### config.mk
export PLATFORM = sky130hd
export DESIGN_NAME = rr_grant_arbiter
export DESIGN_NICKNAME = d
export VERILOG_FILES = /design/src/rtl/rr_grant_arbiter.sv
export SDC_FILE = /design/constraint.sdc
export NUM_CORES = 1
export LEC_CHECK = 0
export ABC_CLOCK_PERIOD_IN_PS = 2300
export CAP_MARGIN = 20
export CORE_MARGIN = 4
export CORE_UTILIZATION = 50
export CTS_BUF_LIST = sky130_fd_sc_hd__clkbuf_8 sky130_fd_sc_hd__clkbuf_16
export DETAILED_ROUTE_END_ITERATION = 8
export HOLD_SLACK_MARGIN = 0.05
export MAX_ROUTING_LAYER = met4
export PLACE_DENSITY = 0.87
export SYNTH_ARGS = -nofsm -noshare
export SYNTH_HDL_FRONTEND = slang
export SYNTH_HIERARCHICAL = 1
export SYNTH_SLANG_ARGS = --single-unit
export TNS_END_PERCENT = 5
### constraint.sdc
create_clock -name clk -period 2.3 [get_ports clk]
set_input_delay 0.345 -clock clk [delete_from_list [all_inputs] [get_ports clk]]
set_output_delay 0.345 -clock clk [all_outputs]
set_load 0.02 [all_outputs]
### src/rtl/rr_grant_arbiter.sv
// rtl/rr_grant_arbiter.sv - round-robin grant arbiter for 4 requesters with hold timeout
// Grant is held until done/request drop or the hold timer expires; one idle cycle follows every release.

module decoder_2_to_4 (
    input  logic [1:0] sel,
    input  logic       ena,
    output logic [3:0] dout
);

    always_comb begin
        dout = 4'b0000;
        if (ena) begin
            dout[sel] = 1'b1;
        end
    end

endmodule

module rr_grant_arbiter #(
    parameter int MAX_HOLD = 15
) (
    input  logic       clk,
    input  logic       rst,
    input  logic [3:0] req,
    input  logic [3:0] done,
    output logic [3:0] grant,
    output logic [1:0] grant_idx,
    output logic       grant_valid,
    output logic       timeout
);

    typedef enum logic {
        IDLE  = 1'b0,
        GRANT = 1'b1
    } state_t;

    localparam logic [7:0] HOLD_LIMIT = 8'(MAX_HOLD);
    localparam logic       HOLD_EN    = (MAX_HOLD != 0);

    state_t     state;
    logic [1:0] ptr;
    logic [7:0] hold_cnt;

    logic       search_hit;
    logic [1:0] search_idx;
    logic [1:0] cand;

    logic       rel_done;
    logic       rel_req;
    logic       rel_to;

    // Rotating priority search: ptr has the highest priority, ptr-1 the lowest.
    always_comb begin
        search_hit = 1'b0;
        search_idx = ptr;
        cand       = ptr;
        for (int i = 0; i < 4; i++) begin
            cand = ptr + 2'(i);
            if (!search_hit && req[cand]) begin
                search_hit = 1'b1;
                search_idx = cand;
            end
        end
    end

    always_comb begin
        rel_done = done[grant_idx];
        rel_req  = !req[grant_idx];
        rel_to   = HOLD_EN && (hold_cnt == HOLD_LIMIT);
    end

    always_ff @(posedge clk or posedge rst) begin
        if (rst) begin
            state       <= IDLE;
            ptr         <= 2'd0;
            hold_cnt    <= 8'd0;
            grant_idx   <= 2'd0;
            grant_valid <= 1'b0;
            timeout     <= 1'b0;
        end else begin
            timeout <= 1'b0;
            case (state)
                IDLE: begin
                    if (search_hit) begin
                        state       <= GRANT;
                        grant_idx   <= search_idx;
                        grant_valid <= 1'b1;
                        hold_cnt    <= 8'd1;
                        ptr         <= search_idx + 2'd1;
                    end
                end
                GRANT: begin
                    if (rel_done || rel_req || rel_to) begin
                        state       <= IDLE;
                        grant_valid <= 1'b0;
                        hold_cnt    <= 8'd0;
                        // A timer expiry coinciding with a voluntary release is not a timeout.
                        timeout     <= rel_to && !rel_done && !rel_req;
                    end else if (hold_cnt != 8'hFF) begin
                        hold_cnt <= hold_cnt + 8'd1;
                    end
                end
                default: begin
                    state       <= IDLE;
                    grant_valid <= 1'b0;
                    hold_cnt    <= 8'd0;
                end
            endcase
        end
    end

    decoder_2_to_4 u_grant_dec (
        .sel  (grant_idx),
        .ena  (grant_valid),
        .dout (grant)
    );

endmodule

==> tab_implementation.tex, run 1 <==
\begin{tabular}{lr}
\hline
Metric & Value \\
\hline
\multicolumn{2}{l}{\textbf{Power and ir drop}} \\
\quad Maximum ir drop on the vdd rail & between 0.7 and 0.8 mV \\
\quad Part of the power in combinational logic & 0.457 \\
\quad Reg power frac & 0.369 \\
\quad Power, Total & $\sim$1200 uW \\
\quad Int Power & about 740 uW \\
\quad Clk pwr share & 0.175 \\
\quad Power density normalized to cell area & roughly 1000 mW/mm\^{}2 \\
\quad Net switching power figure & about 460 uW \\
\quad P\_leak & 0.000555 uW \\
\quad Switching part of the total & 0.385 \\
\multicolumn{2}{l}{\textbf{GRT}} \\
\quad Largest net degree at the start of global routing & 16 \\
\quad Antenna violations before repair & 0 \\
\quad Global-route congestion overflow total & 0 \\
\quad Global-route wire length before repair & between 3 and 4 mm \\
\quad Overall global routing resource usage & 0.178 \\
\quad Via count of the first global-routing pass & between 700 and 800 \\
\multicolumn{2}{l}{\textbf{Route}} \\
\quad Routed length per instance & roughly 13 um \\
\quad Remaining design rule violation count & 0 \\
\quad Number of vias per cell & approximately 5.6 \\
\quad Violation count after the first detailed-route iteration & 43 \\
\quad Number of vias in the routed layout & 856 \\
\quad Initial DRT Pass Iterations & 4 \\
\quad Wire length after detailed routing & 2.05 mm \\
\quad Remaining antenna violation count & 0 \\
\multicolumn{2}{l}{\textbf{Critical path}} \\
\quad Kind of capture point of the worst setup path & register \\
\quad Required time at the worst-slack endpoint & 2470 ps \\
\quad Reg2reg start & grant\_idx[1]\$\_DFFE\_PP0P\_ \\
\quad Arrival time worst endpoint & about 2400 ps \\
\quad Kind of start point of the critical path & primary input \\
\quad Peak fanout along the critical path & 7 \\
\quad Critical Setup Path Class & in2reg \\
\quad Launch point of the worst path & done[2] \\
\multicolumn{2}{l}{\textbf{Logic synthesis}} \\
\quad Post-synth EDFFs & 0 \\
\quad Share of Yosys cell area claimed by the top area cell type & 0.407 \\
\quad Number of synthesized register bits & 15 \\
\quad Prevailing post-synth register cell & sky130\_fd\_sc\_hd\_\_dfrtp\_1 \\
\quad Main area contributors after synthesis & sky130\_fd\_sc\_hd\_\_dfrtp\_1 (41\%), sky130\_fd\_sc\_hd\_\_a21oi\_1 (5.4\%), sky130\_fd\_sc\_hd\_\_nand2\_1 (4.5\%), sky130\_fd\_sc\_hd\_\_o21ai\_0 (3.8\%), sky130\_fd\_sc\_hd\_\_nor2\_1 (3.3\%) \\
\quad Top cell type by total area after synthesis & sky130\_fd\_sc\_hd\_\_dfrtp\_1 \\
\quad Mapped Area & 923 um\^{}2 \\
\quad Number of nets produced by synthesis & 110 \\
\quad Post-Syn Area per Cell & just over 9 um\^{}2 \\
\quad Number of distinct standard cells referenced by the synthesized netlist & 36 \\
\quad Yosys warns & 6 \\
\quad Proportion of synthesized chip area in sequential cells & 0.407 \\
\quad Async set-or-reset flop fraction in the synthesized netlist & 1.00 \\
\quad Gate count of the mapped netlist & slightly below 100 \\
\multicolumn{2}{l}{\textbf{Placed design}} \\
\quad Final RePlAce weighted congestion & between 0.8 and 0.9 \\
\quad Port Buffers & 17 \\
\quad Half-perimeter wire length after detailed placement & roughly 1.5 mm \\
\quad Post-detailed-placement cell area & 0.00117 mm\^{}2 \\
\multicolumn{2}{l}{\textbf{Die}} \\
\quad Floorplan Core Area & around 0.0017 mm\^{}2 \\
\quad I/O pin cnt & 18 \\
\quad Initial core utilization & 0.529 \\
\quad Die area & $\sim$0.0026 mm\^{}2 \\
\quad Vert. Die Dim & slightly above 50 um \\
\quad Chip width & 51.0 um \\
\quad Row Count & 15 \\
\multicolumn{2}{l}{\textbf{Final layout}} \\
\quad Most frequent cells in the layout & sky130\_fd\_sc\_hd\_\_clkdlybuf4s50\_1 (16), sky130\_fd\_sc\_hd\_\_dfrtp\_1 (15), sky130\_fd\_sc\_hd\_\_nand2\_1 (11) \\
\quad Area Overhead vs Synth & 32.4\% \\
\quad Layout fillers & 138 \\
\quad Inserted Diodes & 0 \\
\quad Fraction of layout instances using a drive strength above 1 & 0.181 \\
\quad Nets & about 140 \\
\quad Design Area, Final & between 0.001 and 0.0015 mm\^{}2 \\
\quad Most frequent standard cell in the layout excluding fill and tap cells & sky130\_fd\_sc\_hd\_\_clkdlybuf4s50\_1 \\
\multicolumn{2}{l}{\textbf{Clocking}} \\
\quad H-tree depth & 1 \\
\quad Clock sink count & 15 \\
\quad Clock Path Buffers & 2 \\
\quad Buffer cell driving the clock tree root & sky130\_fd\_sc\_hd\_\_clkbuf\_8 \\
\quad Number of clock buffers inserted by TritonCTS & 3 \\
\quad Hold-fix buffers at CTS & 0 \\
\quad Insertion delay of the later-clocked pin in the worst-skew pair & 250 ps \\
\quad TritonCTS clock tree & yes \\
\quad Post-CTS clock slew at the launch and capture registers of the worst setup and hold paths & 60 ps \\
\multicolumn{2}{l}{\textbf{Timing}} \\
\quad Final hold slack & about 440 ps \\
\quad Fmax & approximately 450 MHz \\
\quad Unrepaired setup endpoints after global routing & false \\
\quad Max-slew violation total from the final report & 0 \\
\quad Total count of hold-check failures in the final report & 0 \\
\quad Max-slew headroom at the worst pin & 0.633 \\
\quad Post-route clock skew & roughly 10 ps \\
\quad Final setup violation count & 0 \\
\quad Final min period & between 2000 and 2500 ps \\
\quad Final worst-path cycle share & 0.961 \\
\quad Tightest Pin Transition & roughly 550 ps \\
\multicolumn{2}{l}{\textbf{Hold path}} \\
\quad Path category of the worst min-delay check & in2async \\
\multicolumn{2}{l}{\textbf{Flow run}} \\
\quad Reported max-cap violation count & 0 \\
\multicolumn{2}{l}{\textbf{Status}} \\
\quad Outcome & finished clean \\
\hline
\end{tabular}
-- final timing paths --
kind	to	slack [ps]	cells after the start
hold / removal	hold_cnt[1]$_DFFE_PP0P_	440	2
max in group asynchronous	ptr[1]$_DFFE_PP0P_	1490	2
setup reg to reg	hold_cnt[5]$_DFFE_PP0P_	230	4
hold reg to reg	grant_valid$_DFFE_PP0P_	560	1
min in group clk	grant_valid$_DFFE_PP0P_	560	1
setup / recovery	hold_cnt[5]$_DFFE_PP0P_	90	6
-- kinds of logic after synthesis --
group | Yosys count | share of synthesized area
mux | 1 | 0.0244
xor+xnor | 2 | 0.0190
fa+ha+maj | 1 | 0.0135
simple gates | 44 | 0.278
flops | 15 | 0.407
compound gates | 31 | 0.226
buf+inv | 5 | 0.0325
-- cells in the mapped netlist, drive strengths merged, types with 2 or more instances --
library cell,n
dfrtp,15
nand2,11
a21oi,10
nor2,8
o21ai,7
nor2b,5
a21o,4
or4,4
and3,3
inv,3
a22o,2
and2b,2
and3b,2
nand3,2
nand4,2
o21a,2
o31ai,2
or3,2
xnor2,2
-- timing repair --
item / CTS / global route
resized for setup: 0 / 1
endpoints found under the setup margin: 0 / 1
buffers inserted: 0 / 0
-- stage by stage --
stage          cells  utilization  setup WS (ps)  TNS [ps]
2_1_floorplan     99            -            211         0
3_3_place_gp     148        0.672           -108      -184
3_5_place_dp     148        0.672           -205      -344
4_1_cts          152        0.699           49.8         0
5_1_grt          152        0.700           51.5         0
6_report         152        0.700           89.6         0
-- metal layers --
metal	share of wire	track usage	up-vias
li1	-	-	417
met1	0.46	0.229	404
met2	0.46	0.279	33
met3	0.069	0.0612	2
met4	0.0029	0.0269	0
met5	0	-	-
-- power groups by stage --
stage / sequential [uW] / clock [uW] / combinational (uW)
final: 441 / 209 / 546
after global routing: 456 / 231 / 598
after CTS: 439 / 214 / 549
after detailed placement: 442 / 0 / 545
after global placement: 436 / 0 / 531
after floorplan: 434 / 0 / 339
-- layout make-up --
class                   count  area (um^2)  area share
flip-flops and latches     15          375       0.307
inverters                   3         11.3     0.00921
clock buffers               3         41.3      0.0338
repair buffers             26          240       0.197
clock inverters             1         5.00     0.00409
multi-input cells          79          518       0.424
well taps                  25         31.3      0.0256
-- state kept, by name, summed over array words and instances, names as in the netlist --
register / cells
state: 1
ptr: 2
timeout: 1
hold_cnt: 8
grant_valid: 1
grant_idx: 2
-- worst max-delay path: stages --
cell and delay (ps):
sky130_fd_sc_hd__clkdlybuf4s50_1 450, sky130_fd_sc_hd__and2b_1 170, sky130_fd_sc_hd__mux4_2 480, sky130_fd_sc_hd__a21o_4 240, sky130_fd_sc_hd__or4_1 500, sky130_fd_sc_hd__a21oi_1 190
Note: power is estimated with default switching activity, not from simulation.
==> run 2, diff against run 1 <==
Settings changed: CORE_MARGIN 4 to unset.
==> run 2 against run 1 <==
  * Via count decreased by 0.70%
  * Clock-buffer cell count unchanged
  * Maximum frequency increased by 0.94%
  * Power decreased by 0.39%
  * Non-clock buffer count decreased by 1
  * Highest routed layer unchanged
==> tab_implementation.tex, run 2 (synthesis gave the netlist of run 1 again) <==
\begin{tabular}{lr}
\hline
Metric & Value \\
\hline
\multicolumn{2}{l}{\textbf{Clocking}} \\
\quad H-tree depth & 1 (unchanged) \\
\quad Number of clock buffers inserted by TritonCTS & 3 (unchanged) \\
\quad Number of buffers added for setup after CTS & 0 (unchanged) \\
\quad TritonCTS clock tree & yes (unchanged) \\
\quad Clock Path Buffers & 2 (unchanged) \\
\quad Hold-fix buffers at CTS & 0 (unchanged) \\
\quad Post-CTS clock slew at the launch and capture registers of the worst setup and hold paths & 60 ps (about the same) \\
\quad Resized Gates After CTS & 0 (unchanged) \\
\quad Insertion delay of the later-clocked pin in the worst-skew pair & 250 ps (about the same) \\
\quad Buffer cell driving the clock tree root & sky130\_fd\_sc\_hd\_\_clkbuf\_8 (unchanged) \\
\quad Clock sink count & 15 (unchanged) \\
\multicolumn{2}{l}{\textbf{GRT}} \\
\quad Overall global routing resource usage & 0.246 (was 0.178) \\
\quad Global-route congestion overflow total & 0 (unchanged) \\
\quad Antenna violations before repair & 0 (unchanged) \\
\quad Via count of the first global-routing pass & 745 (was 771) \\
\quad Largest net degree at the start of global routing & 16 (unchanged) \\
\quad Global-route wire length before repair & 3.49 mm (was 3.42 mm) \\
\multicolumn{2}{l}{\textbf{Power and ir drop}} \\
\quad Power density normalized to cell area & 984 mW/mm\^{}2 (was 979 mW/mm\^{}2) \\
\quad Maximum ir drop on the vdd rail & 0.546 mV (was 0.703 mV) \\
\quad P\_leak & 0.000541 uW (was 0.000555 uW) \\
\quad Power, Total & 1190 uW (was 1200 uW) \\
\multicolumn{2}{l}{\textbf{Timing}} \\
\quad Final worst-path cycle share & 0.952 (was 0.961) \\
\quad Max-slew headroom at the worst pin & 0.622 (was 0.633) \\
\quad Tightest Pin Transition & 567 ps (was 550 ps) \\
\quad Max-slew violation total from the final report & 0 (unchanged) \\
\quad Total count of hold-check failures in the final report & 0 (unchanged) \\
\quad Final hold slack & 466 ps (was 435 ps) \\
\quad Unrepaired setup endpoints after global routing & false (unchanged) \\
\quad Post-route clock skew & 2.73 ps (was 10.4 ps) \\
\quad Final Worst Setup Slack & 110 ps (was 89.6 ps) \\
\quad Fmax & 457 MHz (was 452 MHz) \\
\quad Final min period & 2190 ps (was 2210 ps) \\
\quad Final setup violation count & 0 (unchanged) \\
\multicolumn{2}{l}{\textbf{Final layout}} \\
\quad Fraction of layout instances using a drive strength above 1 & 0.167 (was 0.181) \\
\quad Biggest registers after layout & hold\_cnt: 8 flops, grant\_idx: 2 flops, ptr: 2 flops (unchanged) \\
\quad Reg area & 375 um\^{}2 (unchanged) \\
\quad Most frequent cells in the layout & sky130\_fd\_sc\_hd\_\_clkdlybuf4s50\_1 (17), sky130\_fd\_sc\_hd\_\_dfrtp\_1 (15), sky130\_fd\_sc\_hd\_\_nand2\_1 (11) (was sky130\_fd\_sc\_hd\_\_clkdlybuf4s50\_1 (16), sky130\_fd\_sc\_hd\_\_dfrtp\_1 (15), sky130\_fd\_sc\_hd\_\_nand2\_1 (11)) \\
\quad Area of the multi-input gates & 518 um\^{}2 (unchanged) \\
\quad Most frequent standard cell in the layout excluding fill and tap cells & sky130\_fd\_sc\_hd\_\_clkdlybuf4s50\_1 (unchanged) \\
\quad Nets & 138 (was 139) \\
\quad Fin util & 0.701 (was 0.700) \\
\quad Area Overhead vs Synth & 31.2\% (was 32.4\%) \\
\quad Layout fillers & 152 (was 138) \\
\quad Inserted Diodes & 0 (unchanged) \\
\quad Register containing the most flip-flops in the final layout & hold\_cnt (unchanged) \\
\quad Number of cells in the finished layout apart from fillers & 151 (was 152) \\
\quad Max reg flops & 8 (unchanged) \\
\multicolumn{2}{l}{\textbf{Placed design}} \\
\quad Dpl ws & -140 ps (was -205 ps) \\
\quad Final RePlAce weighted congestion & 0.857 (was 0.880) \\
\quad Half-perimeter wire length after detailed placement & 1.63 mm (was 1.53 mm) \\
\quad Port Buffers & 17 (unchanged) \\
\quad Number of cells in the design after placement & 147 (was 148) \\
\multicolumn{2}{l}{\textbf{Route}} \\
\quad Violation count after the first detailed-route iteration & 28 (was 43) \\
\quad Remaining antenna violation count & 0 (unchanged) \\
\quad Routed length per instance & 13.8 um (was 13.5 um) \\
\quad Number of vias per cell & 5.63 (about the same) \\
\quad Initial DRT Pass Iterations & 4 (unchanged) \\
\quad Wire length after detailed routing & 2.08 mm (was 2.05 mm) \\
\quad Number of vias in the routed layout & 850 (was 856) \\
\quad Remaining design rule violation count & 0 (unchanged) \\
\multicolumn{2}{l}{\textbf{Critical path}} \\
\quad Critical Setup Path Class & in2reg (unchanged) \\
\quad Worst r2r dst & hold\_cnt[5]\$\_DFFE\_PP0P\_ (unchanged) \\
\quad Peak fanout along the critical path & 5 (was 7) \\
\quad Kind of capture point of the worst setup path & register (unchanged) \\
\quad Required time at the worst-slack endpoint & 2470 ps (about the same) \\
\quad Reg2reg start & grant\_idx[1]\$\_DFFE\_PP0P\_ (unchanged) \\
\quad Kind of start point of the critical path & primary input (unchanged) \\
\quad Internal reg-to-reg setup slack & 300 ps (was 230 ps) \\
\quad Arrival time worst endpoint & 2360 ps (was 2380 ps) \\
\quad FF-to-FF path depth & 4 (unchanged) \\
\multicolumn{2}{l}{\textbf{Status}} \\
\quad Outcome & finished clean (unchanged) \\
\multicolumn{2}{l}{\textbf{Die}} \\
\quad Floorplan Core Area & 0.00173 mm\^{}2 (was 0.00175 mm\^{}2) \\
\quad Initial core utilization & 0.535 (was 0.529) \\
\quad Vert. Die Dim & 45.0 um (was 51.0 um) \\
\quad Row Count & 15 (unchanged) \\
\quad Chip width & 45.0 um (was 51.0 um) \\
\quad Die area & 0.00202 mm\^{}2 (was 0.00260 mm\^{}2) \\
\quad I/O pin cnt & 18 (unchanged) \\
\multicolumn{2}{l}{\textbf{Hold path}} \\
\quad Path category of the worst min-delay check & in2async (unchanged) \\
\multicolumn{2}{l}{\textbf{Flow run}} \\
\quad Reported max-cap violation count & 0 (unchanged) \\
\hline
\end{tabular}
[run 2: routing by layer]
metal,vias to the layer above,GRT usage,wire length [um]
met4,0,0.0667,10
met5,-,-,0
li1,418,-,-
met2,17,0.357,1030
met3,2,0.0760,88
met1,413,0.331,953
[run 2: cell type report]
class,instances,share of cell area
multi-input cells,79,0.428
clock buffers,3,0.0341
clock inverters,1,0.00310
flip-flops and latches,15,0.310
inverters,3,0.00930
well taps,25,0.0258
repair buffers,25,0.190
[run 2: worst max-delay path, stage by stage]
cell	delay, ps
sky130_fd_sc_hd__clkdlybuf4s50_1	480
sky130_fd_sc_hd__nor2b_4	150
sky130_fd_sc_hd__mux4_2	490
sky130_fd_sc_hd__a21o_4	240
sky130_fd_sc_hd__or4_1	490
sky130_fd_sc_hd__a21oi_1	160
[run 2: worst max path at each step]
stage | from | endpoint | slack, ps | cells after the start
floorplan | grant_idx[1]$_DFFE_PP0P_ | hold_cnt[5]$_DFFE_PP0P_ | 210 | 4
global placement | done[2] | hold_cnt[5]$_DFFE_PP0P_ | -80 | 6
detailed placement | done[2] | hold_cnt[5]$_DFFE_PP0P_ | -140 | 6
CTS | req[3] | hold_cnt[5]$_DFFE_PP0P_ | 110 | 6
global route | req[2] | hold_cnt[5]$_DFFE_PP0P_ | 70 | 6
finish | req[3] | hold_cnt[5]$_DFFE_PP0P_ | 110 | 6
[run 2: stage by stage]
stage / TNS, ps / cell area (um^2)
2_1_floorplan: 0 / 923
3_3_place_gp: -131 / 1170
3_5_place_dp: -255 / 1170
4_1_cts: 0 / 1210
5_1_grt: 0 / 1210
6_report: 0 / 1210
[run 2: where the power goes]
group	switching, uW	internal [uW]	leakage (uW)	total, uW
Clock	88.8	118	0.0000269	207
Combinational	264	283	0.000322	547
Sequential	105	333	0.000193	437
Total	457	734	0.000541	1190
